File: config.mk
export PLATFORM = sky130hd
export DESIGN_NAME = word_pack64_flat
export DESIGN_NICKNAME = d
export VERILOG_FILES = /design/src/rtl/word_pack64_if.sv /design/src/rtl/word_pack64.sv /design/src/flat_wrapper.sv
export SDC_FILE = /design/constraint.sdc
export NUM_CORES = 1
export LEC_CHECK = 0
export CAP_MARGIN = 0
export CORE_ASPECT_RATIO = 1.1
export CORE_MARGIN = 2
export CORE_UTILIZATION = 40
export DETAILED_ROUTE_END_ITERATION = 8
export MAX_ROUTING_LAYER = met4
export PLACE_DENSITY = 0.66
export SETUP_SLACK_MARGIN = 0.15
export SLEW_MARGIN = 15
export SYNTH_ARGS = -nofsm -noshare
export SYNTH_HDL_FRONTEND = slang
export SYNTH_SLANG_ARGS = --single-unit
File: constraint.sdc
create_clock -name clk -period 2.66 [get_ports clk]
set_input_delay 0.532 -clock clk [delete_from_list [all_inputs] [get_ports clk]]
set_output_delay 0.532 -clock clk [all_outputs]
set_load 0.02 [all_outputs]
File: src/rtl/word_pack64_if.sv
// Stream bundle around word_pack64: 32-bit word input side and 64-bit beat output side.
// master drives words and out_ready; slave is the packer.
interface word_pack64_if #(
  parameter int IN_BITS  = 32,
  parameter int OUT_BITS = 64
);
  logic                in_valid;
  logic                in_ready;
  logic [IN_BITS-1:0]  in_data;
  logic                in_single;
  logic                in_last;
  logic                out_valid;
  logic                out_ready;
  logic [OUT_BITS-1:0] out_data;
  logic                out_half;
  logic                out_last;
  logic [1:0]          out_parity;

  modport master (
    output in_valid, in_data, in_single, in_last, out_ready,
    input  in_ready, out_valid, out_data, out_half, out_last, out_parity
  );

  modport slave (
    input  in_valid, in_data, in_single, in_last, out_ready,
    output in_ready, out_valid, out_data, out_half, out_last, out_parity
  );
endinterface

File: src/rtl/word_pack64.sv
// Packs consecutive 32-bit words into 64-bit beats; single/trailing words leave as half beats.
// Optional per-half even parity on out_parity when WORD_PACK64_PARITY_EN is defined.
//
// state | meaning
// EMPTY | no word held
// HALF  | one low word held, waiting for its partner
// PEND  | a single word held, waiting to leave as its own half beat
module word_pack64 #(
  parameter int IN_BITS  = 32,
  parameter int OUT_BITS = 64
) (
  input  logic          clk,
  input  logic          rst_n,
  word_pack64_if.slave  bus
);

  if (IN_BITS != 32 || OUT_BITS != 2 * IN_BITS) begin : g_bad_width
    $error("word_pack64: IN_BITS must be 32 and OUT_BITS must be 2*IN_BITS");
  end

  typedef enum logic [1:0] {
    EMPTY = 2'd0,
    HALF  = 2'd1,
    PEND  = 2'd2
  } state_t;

  state_t              state, state_nxt;
  logic [IN_BITS-1:0]  held, held_nxt;
  logic                held_last, held_last_nxt;

  logic                out_valid_q;
  logic [OUT_BITS-1:0] out_data_q;
  logic                out_half_q;
  logic                out_last_q;

  logic                slot_free;
  logic                accept;
  logic                load;
  logic [OUT_BITS-1:0] load_data;
  logic                load_half;
  logic                load_last;

  // in_ready depends only on the output register and state, never on in_valid
  assign slot_free    = !out_valid_q || bus.out_ready;
  assign bus.in_ready = slot_free && (state != PEND);
  assign accept       = bus.in_valid && bus.in_ready;

  always_comb begin
    state_nxt     = state;
    held_nxt      = held;
    held_last_nxt = held_last;
    load          = 1'b0;
    load_data     = '0;
    load_half     = 1'b0;
    load_last     = 1'b0;
    case (state)
      EMPTY: begin
        if (accept) begin
          if (bus.in_single || bus.in_last) begin
            load      = 1'b1;
            load_data = {{IN_BITS{1'b0}}, bus.in_data};
            load_half = 1'b1;
            load_last = bus.in_last;
          end else begin
            held_nxt  = bus.in_data;
            state_nxt = HALF;
          end
        end
      end
      HALF: begin
        if (accept) begin
          if (!bus.in_single) begin
            load      = 1'b1;
            load_data = {bus.in_data, held};
            load_half = 1'b0;
            load_last = bus.in_last;
            held_nxt  = '0;
            state_nxt = EMPTY;
          end else begin
            // the held low word goes out alone; the single word waits a cycle behind it
            load          = 1'b1;
            load_data     = {{IN_BITS{1'b0}}, held};
            load_half     = 1'b1;
            load_last     = 1'b0;
            held_nxt      = bus.in_data;
            held_last_nxt = bus.in_last;
            state_nxt     = PEND;
          end
        end
      end
      PEND: begin
        if (slot_free) begin
          load          = 1'b1;
          load_data     = {{IN_BITS{1'b0}}, held};
          load_half     = 1'b1;
          load_last     = held_last;
          held_nxt      = '0;
          held_last_nxt = 1'b0;
          state_nxt     = EMPTY;
        end
      end
      default: begin
        state_nxt = EMPTY;
      end
    endcase
  end

  always_ff @(posedge clk or negedge rst_n) begin
    if (!rst_n) begin
      state     <= EMPTY;
      held      <= '0;
      held_last <= 1'b0;
    end else begin
      state     <= state_nxt;
      held      <= held_nxt;
      held_last <= held_last_nxt;
    end
  end

  always_ff @(posedge clk or negedge rst_n) begin
    if (!rst_n) begin
      out_valid_q <= 1'b0;
      out_data_q  <= '0;
      out_half_q  <= 1'b0;
      out_last_q  <= 1'b0;
    end else if (load) begin
      out_valid_q <= 1'b1;
      out_data_q  <= load_data;
      out_half_q  <= load_half;
      out_last_q  <= load_last;
    end else if (bus.out_ready) begin
      out_valid_q <= 1'b0;
    end
  end

  assign bus.out_valid = out_valid_q;
  assign bus.out_data  = out_data_q;
  assign bus.out_half  = out_half_q;
  assign bus.out_last  = out_last_q;

`ifdef WORD_PACK64_PARITY_EN
  logic [1:0] parity_q;

  always_ff @(posedge clk or negedge rst_n) begin
    if (!rst_n) begin
      parity_q <= 2'b00;
    end else if (load) begin
      parity_q <= {^load_data[OUT_BITS-1:IN_BITS], ^load_data[IN_BITS-1:0]};
    end
  end

  assign bus.out_parity = parity_q;
`else
  assign bus.out_parity = 2'b00;
`endif

endmodule

File: src/flat_wrapper.sv
// flat-port wrapper written by rule: the top's interface ports become plain ports
module word_pack64_flat 
#(
  parameter int IN_BITS  = 32,
  parameter int OUT_BITS = 64
)
  (clk, rst_n, bus_in_valid, bus_in_data, bus_in_single, bus_in_last, bus_out_ready, bus_in_ready, bus_out_valid, bus_out_data, bus_out_half, bus_out_last, bus_out_parity);
  word_pack64_if #(.IN_BITS(IN_BITS), .OUT_BITS(OUT_BITS)) bus_i ();
  input  logic clk;
  input  logic rst_n;
  input wire logic [$bits(bus_i.in_valid)-1:0] bus_in_valid;
  input wire logic [$bits(bus_i.in_data)-1:0] bus_in_data;
  input wire logic [$bits(bus_i.in_single)-1:0] bus_in_single;
  input wire logic [$bits(bus_i.in_last)-1:0] bus_in_last;
  input wire logic [$bits(bus_i.out_ready)-1:0] bus_out_ready;
  output wire logic [$bits(bus_i.in_ready)-1:0] bus_in_ready;
  output wire logic [$bits(bus_i.out_valid)-1:0] bus_out_valid;
  output wire logic [$bits(bus_i.out_data)-1:0] bus_out_data;
  output wire logic [$bits(bus_i.out_half)-1:0] bus_out_half;
  output wire logic [$bits(bus_i.out_last)-1:0] bus_out_last;
  output wire logic [$bits(bus_i.out_parity)-1:0] bus_out_parity;
  assign bus_i.in_valid = bus_in_valid;
  assign bus_i.in_data = bus_in_data;
  assign bus_i.in_single = bus_in_single;
  assign bus_i.in_last = bus_in_last;
  assign bus_i.out_ready = bus_out_ready;
  assign bus_in_ready = bus_i.in_ready;
  assign bus_out_valid = bus_i.out_valid;
  assign bus_out_data = bus_i.out_data;
  assign bus_out_half = bus_i.out_half;
  assign bus_out_last = bus_i.out_last;
  assign bus_out_parity = bus_i.out_parity;
  word_pack64 #(.IN_BITS(IN_BITS), .OUT_BITS(OUT_BITS)) u_core (.clk(clk), .rst_n(rst_n), .bus(bus_i));
endmodule
==> results of run 1 <==
state kept, by name, indices dropped and copies added, names as in the netlist:
signal	flops
u_core.bus.out_last	1
u_core.bus.out_data	64
u_core.bus.out_half	1
u_core.held_last	1
u_core.bus.out_valid	1
u_core.held	32
u_core.state	2
report_power, final:
| part | switching [mW] | leakage [nW] | internal (mW) |
|---|---|---|---|
| combinational | 1.95 | 1.38 | 1.68 |
| clock | 0.576 | 0.155 | 0.809 |
| sequential | 0.341 | 1.32 | 2.15 |
| total | 2.86 | 2.86 | 4.64 |
how the worst min path moves through the flow:
| stage | startpoint | endpoint | cells after the start |
|---|---|---|---|
| after floorplan | rst_n | u_core.bus.out_data[0] | 0 |
| after global placement | u_core.bus.out_data[23] | u_core.bus.out_data[23] | 1 |
| after detailed placement | u_core.bus.out_data[22] | u_core.bus.out_data[22] | 1 |
| after CTS | rst_n | u_core.bus.out_half | 1 |
| after global routing | rst_n | u_core.bus.out_half | 1 |
| final | rst_n | u_core.bus.out_half | 1 |
what timing repair did:
item                                    4_1_cts  5_1_grt
endpoints found under the setup margin        0        1
resized for setup                             0        1
hold endpoints to repair                      0        0
placed cells by master, fill, tap and decap left out, types with 4 or more instances in the layout:
| master | instances |
|---|---|
| mux2i_1 | 65 |
| dfrtp_1 | 102 |
| buf_12 | 4 |
| ha_1 | 5 |
| a22oi_1 | 32 |
| o2bb2ai_1 | 32 |
| inv_1 | 69 |
| a21oi_1 | 6 |
| clkdlybuf4s50_1 | 103 |
| nand2_1 | 68 |
| buf_4 | 9 |
| clkbuf_16 | 9 |
area by class of cell:
class                   instances  area (um2)
inverters                      69         259
well taps                     150         188
clock buffers                  12         267
repair buffers                117        1190
clock inverters                 4        51.3
multi-input cells             236        1740
flip-flops and latches        102        2550
fillers                       998        5190
worst register-to-register path, delay by kind of cell (launching register included):
kind | cells | cell delay [ps]
compound gates | 2 | 520
fa+ha+maj | 1 | 290
buf+inv | 2 | 370
flops | 1 | 430
mux | 1 | 260
simple gates | 1 | 250
cells by family (layout without fill, tap and decap cells):
kind of cell	after synthesis	in the layout	synth area share
other cells	1	2	0.000799
buf+inv	99	202	0.0896
compound gates	80	80	0.135
flops	102	102	0.544
simple gates	82	82	0.0746
fa+ha+maj	5	5	0.0133
mux	67	67	0.143
metrics by stage:
step | total power [mW] | hold slack [ps]
2_1_floorplan | 4.84 | 236
3_3_place_gp | 6.06 | 473
3_5_place_dp | 6.17 | 476
4_1_cts | 7.58 | 238
5_1_grt | 7.97 | 279
6_report | 7.50 | 218
per-layer routing:
metal / GRT usage / routed length [um] / vias up / part of all wire
met2: 0.287 / 5200 / 86 / 0.49
met3: 0.0260 / 383 / 17 / 0.036
met4: 0.0795 / 288 / 0 / 0.027
li1: - / - / 1650 / -
met1: 0.239 / 4830 / 1654 / 0.45
met5: - / 0 / - / 0
==> results by group, run 1 <==
CTS
  • CTS Hold Bufs: 0
  • CTS tree: done
  • Num CTS Buffers: 9
  • Total clock sinks: between 100 and 150
  • Longest Clk Path Bufs: 2
  • # H-tree levels: 3
  • Clk slew on worst S/H paths: 70 ps
  • # Post-CTS Setup Buffers: 0
  • Root Buffer: clkbuf_16
  • Clock Latency Late Sink: 340 ps

STA
  • Fmax: 456 MHz
  • Final Hold Fails: 0
  • # setup viols final: 0
  • Final setup TNS: 0 ps
  • Headroom to the max-slew limit: 0.544
  • Setup WS post-layout: about 470 ps
  • RSZ-0062 raised after global routing: false
  • Clock Skews: 7.75 ps
  • Tmin final: between 2000 and 2500 ps
  • Slew at the pin closest to its max-slew limit: 684 ps
  • Crit share post-route: 0.824
  • Slew Limit Fails: 0

Placement
  • GP Congestion: 0.762
  • Cells after DPL: slightly below 700
  • Setup slack at placement: 232 ps
  • IO Port Bufs: 105
  • Detailed Place HPWL: 7180 um
  • Placed cell area: slightly below 6000 um2

Synth
  • Leading post-synthesis cells by cell area: dfrtp_1 54%, mux2i_1 14%, o2bb2ai_1 6.0%
  • Register area share after synthesis: 0.544
  • Prevailing post-synth register cell: dfrtp_1
  • Cell variety after synth: 31
  • Area fraction of the dominant cell type after synthesis: 0.544
  • Post-synth ARST share: 1.00
  • Post-synth EDFFs: 0
  • Synth Instances: 436
  • Mean Syn Cell Area: 10.8 um2
  • Count leader, synth: dfrtp_1
  • Yosys top cell by area: dfrtp_1
  • Yosys reg bits: 102
  • Synth Cell Area: 4690 um2
  • Post-synth top cells: 102 x dfrtp_1, 69 x inv_1, 68 x nand2_1
  • Synth warn: 0

Setup path
  • R2R Path Start: u_core.state[0]
  • Reg2reg setup slack: 470 ps
  • CP Buf/Inv Count: 2
  • Crit-path max cell delay: 430 ps
  • CP Capture Point: u_core.held[10]
  • R2R Path End: u_core.held[10]
  • Critical path's top delay family: compound AO/OA/AOI/OAI gates
  • Crit-path slowest cell: dfrtp_1
  • Stages on the worst setup path: 7
  • Critical path peak fanout: 32
  • CP Data Arrival Time: 2450 ps
  • WP data required: 2920 ps
  • Kind of start point of the critical path: register
  • Critical path type: register to register
  • R2R depth: 7
  • Crit path from: u_core.state[0]
  • Critical path cell sequence: inv_1 > ha_1 > nor2b_2 > o21ai_1 > a211oi_4 > buf_12 > mux2i_1
  • Nature of the critical path endpoint: register

Finish
  • Nets@finish: 578
  • Design Area, Final: about 6200 um2
  • P&R area growth vs syn: 33.1%
  • Final cell count without fillers: 690
  • Ant. Diodes: 0
  • Post-layout util: 0.546
  • Fraction of layout cells with a size suffix above 1: 0.0648

Floorplanning
  • Die X-Extent: around 110 um
  • Die height: about 120 um
  • FP Rows: 41
  • Die area: 12,600 um2
  • # IOs: between 100 and 150
  • Core box area: 11,400 um2
  • Initial core utilization: 0.410

Worst hold path
  • Worst Hold Class: primary input to async pin

Route
  • ANT nets after route: 0
  • Drt total wl: around 11,000 um
  • Drt pass-1 iters: 4
  • Wirelength per Cell: between 15 and 20 um
  • Via Count: 3,407
  • DRC Markers: 0
  • Iteration-0 DRC Markers: 214
  • Via density: 4.94

Global routing
  • Largest net degree at the start of global routing: 53
  • Total gr overflow: 0
  • Antenna violations before repair: 0
  • Total GRT Usage: 0.184
  • First-pass GRT wire length: 18,000 um
  • Vias in the first global route: 3,557

Flow run
  • Max-cap violations: 0

Power
  • Leakage: 2.86 nW
  • VDD IR max: 0.600 mV
  • P per Cell Area: approximately 1200 nW/um2

Status
  • Status: finished clean
Note: power is estimated with default switching activity, not from simulation.
==> run 2: changes to the inputs <==
==> constraint.sdc (replaced) <==
create_clock -name clk -period 2.3 [get_ports clk]
set_input_delay 0.46 -clock clk [delete_from_list [all_inputs] [get_ports clk]]
set_output_delay 0.46 -clock clk [all_outputs]
set_load 0.02 [all_outputs]
==> run 2 against run 1 <==
Net effect: critical path depth fell by 3; power increased by 18%; design area increased by 1.4%; non-clock buffer count is 5 higher; utilization increased by 0.74 points; first-iteration DRC count shrank 22%; hold slack worse by 54 ps; combinational power increased by 19%; clock power increased by 22%; global-route usage shrank 0.18 points; via count rose by 2.7%; largest cell class unchanged.
==> results by group, run 2 (synthesized netlist as in run 1, its figures left out) <==
Setup path
  • Critical path type: register to primary output
  • Kind of start point of the critical path: register
  • Nature of the critical path endpoint: primary output
  • CP Buf/Inv Count: 2 (unchanged)
  • Critical path cell sequence: inv_1 > ha_2 > nor2_1 > dlygate4sd2_1
  • Reg2reg setup slack: 310 ps (-160 ps)
  • Critical path peak fanout: 7 (-78%)
  • Critical path's top delay family: flip-flops
  • Crit-path slowest cell: dfrtp_1
  • WP data required: 1840 ps (-1080 ps)
  • Crit-path max cell delay: 430 ps (about the same)
  • CP Data Arrival Time: 1560 ps (-890 ps)

CTS
  • Num CTS Buffers: 9 (unchanged)
  • Clk slew on worst S/H paths: 70 ps (about the same)
  • # Post-CTS Setup Buffers: 0 (unchanged)
  • Total clock sinks: 102 (unchanged)
  • # H-tree levels: 3 (unchanged)
  • CTS tree: done
  • CTS Hold Bufs: 0 (unchanged)
  • Root Buffer: clkbuf_16
  • Longest Clk Path Bufs: 2 (unchanged)
  • Clock Latency Late Sink: 340 ps (about the same)

Power
  • Sw Pwr: 3.31 mW (+16%)
  • Sequential power share: 0.325 (-0.007)
  • VDD IR max: 0.837 mV (+39%)
  • Leakage: 2.89 nW (+1.3%)
  • P per Cell Area: 1400 nW/um2 (+16%)
  • Comb pwr share: 0.486 (+0.003)
  • Clock power frac: 0.189 (+0.004)
  • Switch share: 0.374 (-0.00768)
  • Internal power: 5.54 mW (+20%)

Finish
  • Register area: 2550 um2 (unchanged)
  • Number of flip-flops under the largest register name: 64 (unchanged)
  • Fraction of layout cells with a size suffix above 1: 0.0771 (+0.0122)
  • Most common cell after layout, fill and taps aside: clkdlybuf4s50_1
  • Most frequent cells in the layout: 103 x clkdlybuf4s50_1, 102 x dfrtp_1, 69 x inv_1, 68 x nand2_1, 65 x mux2i_1
  • P&R area growth vs syn: 34.9%
  • Final cell count without fillers: 695 (+0.72%)
  • Nets@finish: 583 (+0.87%)
  • Area of the multi-input gates: 1750 um2 (+0.58%)
  • Filler cell count: 993 (-0.50%)
  • Ant. Diodes: 0 (unchanged)

Global routing
  • Total GRT Usage: 0.182 (-0.00184)
  • First-pass GRT wire length: 18,000 um (unchanged)
  • Largest net degree at the start of global routing: 103 (+94%)
  • Vias in the first global route: 3,542 (-0.42%)
  • Antenna violations before repair: 0 (unchanged)
  • Total gr overflow: 0 (unchanged)

Route
  • Iteration-0 DRC Markers: 166 (-22%)
  • Wirelength per Cell: 15.4 um (-1.0%)
  • DRC Markers: 0 (unchanged)
  • Via Count: 3,500 (+2.7%)
  • Via density: 5.04 (+2.0%)
  • ANT nets after route: 0 (unchanged)
  • Drt total wl: 10,700 um (-0.33%)
  • Drt pass-1 iters: 4 (unchanged)

Placement
  • Detailed Place HPWL: 7050 um (-1.7%)
  • Cells after DPL: 679 (+0.74%)
  • GP Congestion: 0.750 (-1.6%)
  • Setup slack at placement: 3.29 ps (-228 ps)
  • IO Port Bufs: 105 (unchanged)

Floorplanning
  • Die area: 12,600 um2 (unchanged)
  • # IOs: 108 (unchanged)
  • Die height: 118 um (unchanged)
  • Core box area: 11,400 um2 (unchanged)
  • FP Rows: 41 (unchanged)
  • Initial core utilization: 0.410 (unchanged)
  • Die X-Extent: 107 um (unchanged)

Worst hold path
  • Worst Hold Class: primary input to async pin

STA
  • Setup WS post-layout: 283 ps (-185 ps)
  • Crit share post-route: 0.877
  • Headroom to the max-slew limit: 0.633 (+0.0887)
  • Tmin final: 2020 ps
  • Final setup TNS: 0 ps (unchanged)
  • Fmax: around 500 MHz
  • # setup viols final: 0 (unchanged)
  • Slew at the pin closest to its max-slew limit: 551 ps (-133 ps)
  • Clock Skews: 6.18 ps (-1.58 ps)
  • Final Hold Fails: 0 (unchanged)
  • RSZ-0062 raised after global routing: false
  • Slew Limit Fails: 0 (unchanged)

Flow run
  • Max-cap violations: 0 (unchanged)

Status
  • Status: finished clean
run 2: stage by stage:
step	power, mW	utilization	instance area, um2	hold WS, ps
6_report	8.85	0.554	6330	164
5_1_grt	9.40	0.554	6330	219
4_1_cts	8.93	0.553	6320	201
3_5_place_dp	7.22	0.524	5990	473
3_3_place_gp	7.12	0.524	5990	475
2_1_floorplan	5.60	-	4700	164
run 2: metal layers:
| metal | track usage | wire length (um) | up-vias | share of wire |
|---|---|---|---|---|
| met1 | 0.237 | 4840 | 1742 | 0.45 |
| met5 | - | 0 | - | 0 |
| met3 | 0.0210 | 365 | 10 | 0.034 |
| li1 | - | - | 1664 | - |
| met2 | 0.292 | 5300 | 84 | 0.50 |
| met4 | 0.0690 | 169 | 0 | 0.016 |
run 2: final cells by class:
cell class,instances,area share
well taps,150,0.0296
repair buffers,122,0.197
inverters,69,0.0409
clock buffers,11,0.0399
flip-flops and latches,102,0.403
multi-input cells,236,0.276
clock inverters,5,0.0128
run 2: worst paths after layout:
kind | startpoint | endpoint | cells past startpoint
setup / recovery | u_core.state[0] | bus_in_ready | 4
hold / removal | rst_n | u_core.bus.out_data[56] | 2
setup reg to reg | u_core.state[1] | u_core.bus.out_data[32] | 7
hold reg to reg | u_core.bus.out_data[26] | u_core.bus.out_data[26] | 1
max in group asynchronous | rst_n | u_core.held[10] | 2
min in group clk | u_core.bus.out_data[26] | u_core.bus.out_data[26] | 1
run 2: timing repair:
action,CTS,global route
endpoints found under the setup margin,2,66
pin swaps,1,1
resized for setup,1,4
run 2: power by group through the flow:
stage          logic [mW]  clock network (mW)  registers [mW]
2_1_floorplan        2.32                   0            3.28
3_3_place_gp         4.23                   0            2.88
3_5_place_dp         4.33                   0            2.89
4_1_cts              4.34                1.71            2.87
5_1_grt              4.68                1.78            2.95
6_report             4.30                1.68            2.88
==> run 3: changes to the inputs <==
--- a/config.mk
+++ b/config.mk
@@ -8,10 +8,10 @@
 export CAP_MARGIN = 0
 export CORE_ASPECT_RATIO = 1.1
 export CORE_MARGIN = 2
-export CORE_UTILIZATION = 40
+export CORE_UTILIZATION = 50
 export DETAILED_ROUTE_END_ITERATION = 8
 export MAX_ROUTING_LAYER = met4
-export PLACE_DENSITY = 0.66
+export PLACE_DENSITY = 0.8
 export SETUP_SLACK_MARGIN = 0.15
 export SLEW_MARGIN = 15
 export SYNTH_ARGS = -nofsm -noshare
==> run 3 against run 2 <==
Net effect: clock skew up 9.9 ps; non-clock buffer count up 11; die area down 19%; count of clock-buffer cells in the layout unchanged; sequential power about the same; first-iteration DRC count up 8.4%; utilization up 12 points; critical path depth up 5; sequential share of layout area up 0.66 points.
==> results by group, run 3 (synthesized netlist as in run 1, its figures left out) <==
Finish
  • Filler cell count: 699 (-30%)
  • Ant. Diodes: 0 (unchanged)
  • Nets@finish: 594 (+1.9%)
  • Design Area, Final: 6230 um2 (-1.6%)
  • Number of flip-flops under the largest register name: 64 (unchanged)
  • Most frequent cells in the layout: 103 x clkdlybuf4s50_1, 101 x dfrtp_1, 69 x inv_1, 68 x nand2_1, 65 x mux2i_1
  • Most common cell after layout, fill and taps aside: clkdlybuf4s50_1
  • Final cell count without fillers: 673 (-3.2%)
  • P&R area growth vs syn: 32.8%
  • Fraction of layout cells with a size suffix above 1: 0.0899 (+0.0129)
  • Post-layout util: 0.673 (+0.120)

Power
  • Leakage: 2.89 nW (-0.26%)
  • Switch share: 0.395 (+0.0207)
  • Comb pwr share: 0.529 (+0.043)
  • VDD IR max: 0.773 mV (-7.6%)
  • P per Cell Area: 1370 nW/um2 (-2.3%)
  • Internal power: 5.16 mW (-7.0%)
  • Clock power frac: 0.131 (-0.058)
  • Sequential power share: 0.341 (+0.016)
  • Pwr Total: 8.52 mW (-3.8%)
  • Sw Pwr: 3.36 mW (+1.5%)

Placement
  • Placed cell area: 5970 um2 (-0.40%)
  • Detailed Place HPWL: 7670 um (+8.8%)
  • GP Congestion: 0.814 (+8.6%)
  • IO Port Bufs: 105 (unchanged)
  • Cells after DPL: 650 (-4.3%)

Route
  • Wirelength per Cell: 16.7 um (+8.9%)
  • ANT nets after route: 0 (unchanged)
  • Iteration-0 DRC Markers: 180 (+8.4%)
  • DRC Markers: 0 (unchanged)
  • Drt pass-1 iters: 5 (+1)
  • Drt total wl: 11,200 um (+5.4%)
  • Via density: 5.28 (+4.8%)
  • Via Count: 3,553 (+1.5%)

Floorplanning
  • Core box area: 9260 um2 (-19%)
  • Die X-Extent: 96.4 um (-10%)
  • Die area: 10,200 um2 (-19%)
  • # IOs: 108 (unchanged)
  • FP Rows: 37 (-9.8%)
  • Initial core utilization: 0.507 (+0.0967)
  • Die height: 106 um (-10%)

Setup path
  • R2R Path Start: u_core.state[0]
  • Critical path peak fanout: 17 (+10)
  • Reg2reg setup slack: 210 ps (-100 ps)
  • Kind of start point of the critical path: register
  • CP Data Arrival Time: 2310 ps (+750 ps)
  • Nature of the critical path endpoint: register
  • WP data required: 2520 ps (+680 ps)
  • Crit path from: u_core.state[0]
  • Critical path type: register to register

Worst hold path
  • Worst Hold Class: primary input to async pin

Status
  • Status: finished clean

Global routing
  • Largest net degree at the start of global routing: 44 (-57%)
  • First-pass GRT wire length: 17,900 um (-0.50%)
  • Total gr overflow: 0 (unchanged)
  • Total GRT Usage: 0.233 (+0.0512)
  • Vias in the first global route: 3,635 (+2.6%)
  • Antenna violations before repair: 0 (unchanged)

CTS
  • # H-tree levels: 3 (unchanged)
  • Longest Clk Path Bufs: 2 (unchanged)
  • Num CTS Buffers: 9 (unchanged)
  • Root Buffer: clkbuf_8
  • Total clock sinks: 102 (unchanged)
  • Clock Latency Late Sink: 350 ps (about the same)
  • Clk slew on worst S/H paths: 100 ps (+30 ps)
  • CTS Hold Bufs: 0 (unchanged)
  • CTS tree: done

STA
  • Crit share post-route: 0.907 (+0.0297)
  • Slew at the pin closest to its max-slew limit: 512 ps (-39.0 ps)
  • Tmin final: 2090 ps (+68.4 ps)
  • Final Hold Fails: 0 (unchanged)
  • # setup viols final: 0 (unchanged)
  • RSZ-0062 raised after global routing: false
  • Fmax: 480 MHz (-3.3%)
  • Clock Skews: 16.1 ps (+9.88 ps)
  • Headroom to the max-slew limit: 0.659 (+0.0260)
  • Slew Limit Fails: 0 (unchanged)

Flow run
  • Max-cap violations: 0 (unchanged)
-- run 3: cell types whose count changed in the layout (fill, tap and decap cells not counted), moves of 2 or more --
| cell | delta |
|---|---|
| buf_4 | +9 |
| clkbuf_16 | -8 |
| clkbuf_8 | +7 |
| buf_6 | +2 |
| clkbuf_1 | +2 |
-- run 3: cell type report --
class / instances / area (um2) / share of cell area
multi-input combinational: 236 / 1740 / 0.279
timing repair buffer: 133 / 1350 / 0.216
sequential: 102 / 2550 / 0.410
clock buffer: 11 / 131 / 0.0211
inverter: 69 / 259 / 0.0415
tap: 117 / 146 / 0.0235
clock inverter: 5 / 57.6 / 0.00923
-- run 3: worst paths after layout --
check,cells after the start,end
max,9,u_core.bus.out_data[24]
min,1,u_core.held[26]
max reg2reg,9,u_core.bus.out_data[24]
min reg2reg,1,u_core.bus.out_data[7]
max in group asynchronous,2,u_core.bus.out_data[11]
min in group clk,1,u_core.bus.out_data[7]
-- run 3: power by group through the flow --
| stage | Combinational [mW] | Clock [mW] | Sequential [mW] |
|---|---|---|---|
| 6_report | 4.50 | 1.11 | 2.90 |
| 2_1_floorplan | 2.32 | 0 | 3.28 |
| 3_5_place_dp | 4.36 | 0 | 2.92 |
| 3_3_place_gp | 4.24 | 0 | 2.90 |
| 5_1_grt | 4.85 | 1.21 | 2.97 |
| 4_1_cts | 4.37 | 1.14 | 2.90 |
-- run 3: what timing repair did --
action                     4_1_cts  5_1_grt
setup endpoints to repair        5       53
buffers inserted                 0        6
hold endpoints to repair         0        0
pin swaps                        1        2
resized for setup                1        5
gates cloned                     0        1
-- run 3: worst max-delay path: stages, from the launching register on --
cell	delay, ps
dfrtp_2	420
inv_1	70
ha_1	290
nor2b_2	220
nor3b_4	230
buf_4	160
o21bai_4	90
buf_4	160
clkbuf_16	170
o2bb2ai_1	140
-- run 3: metrics by stage --
| step | hold slack, ps | setup TNS, ps | setup WS, ps |
|---|---|---|---|
| floorplan | 164 | 0 | 367 |
| global placement | 465 | 0 | 63.1 |
| detailed placement | 470 | -78.0 | -21.3 |
| CTS | 83.4 | 0 | 155 |
| global route | 85.0 | 0 | 135 |
| finish | 65.6 | 0 | 215 |
-- run 3: routing by layer --
metal  vias up  share of wire  GRT usage  wire [um]
met5         -              0          -          0
met4         0          0.024     0.0805        267
met3        19          0.036     0.0393        408
met2       106           0.50      0.359       5650
met1      1750           0.44      0.315       4930
li1       1678              -          -          -
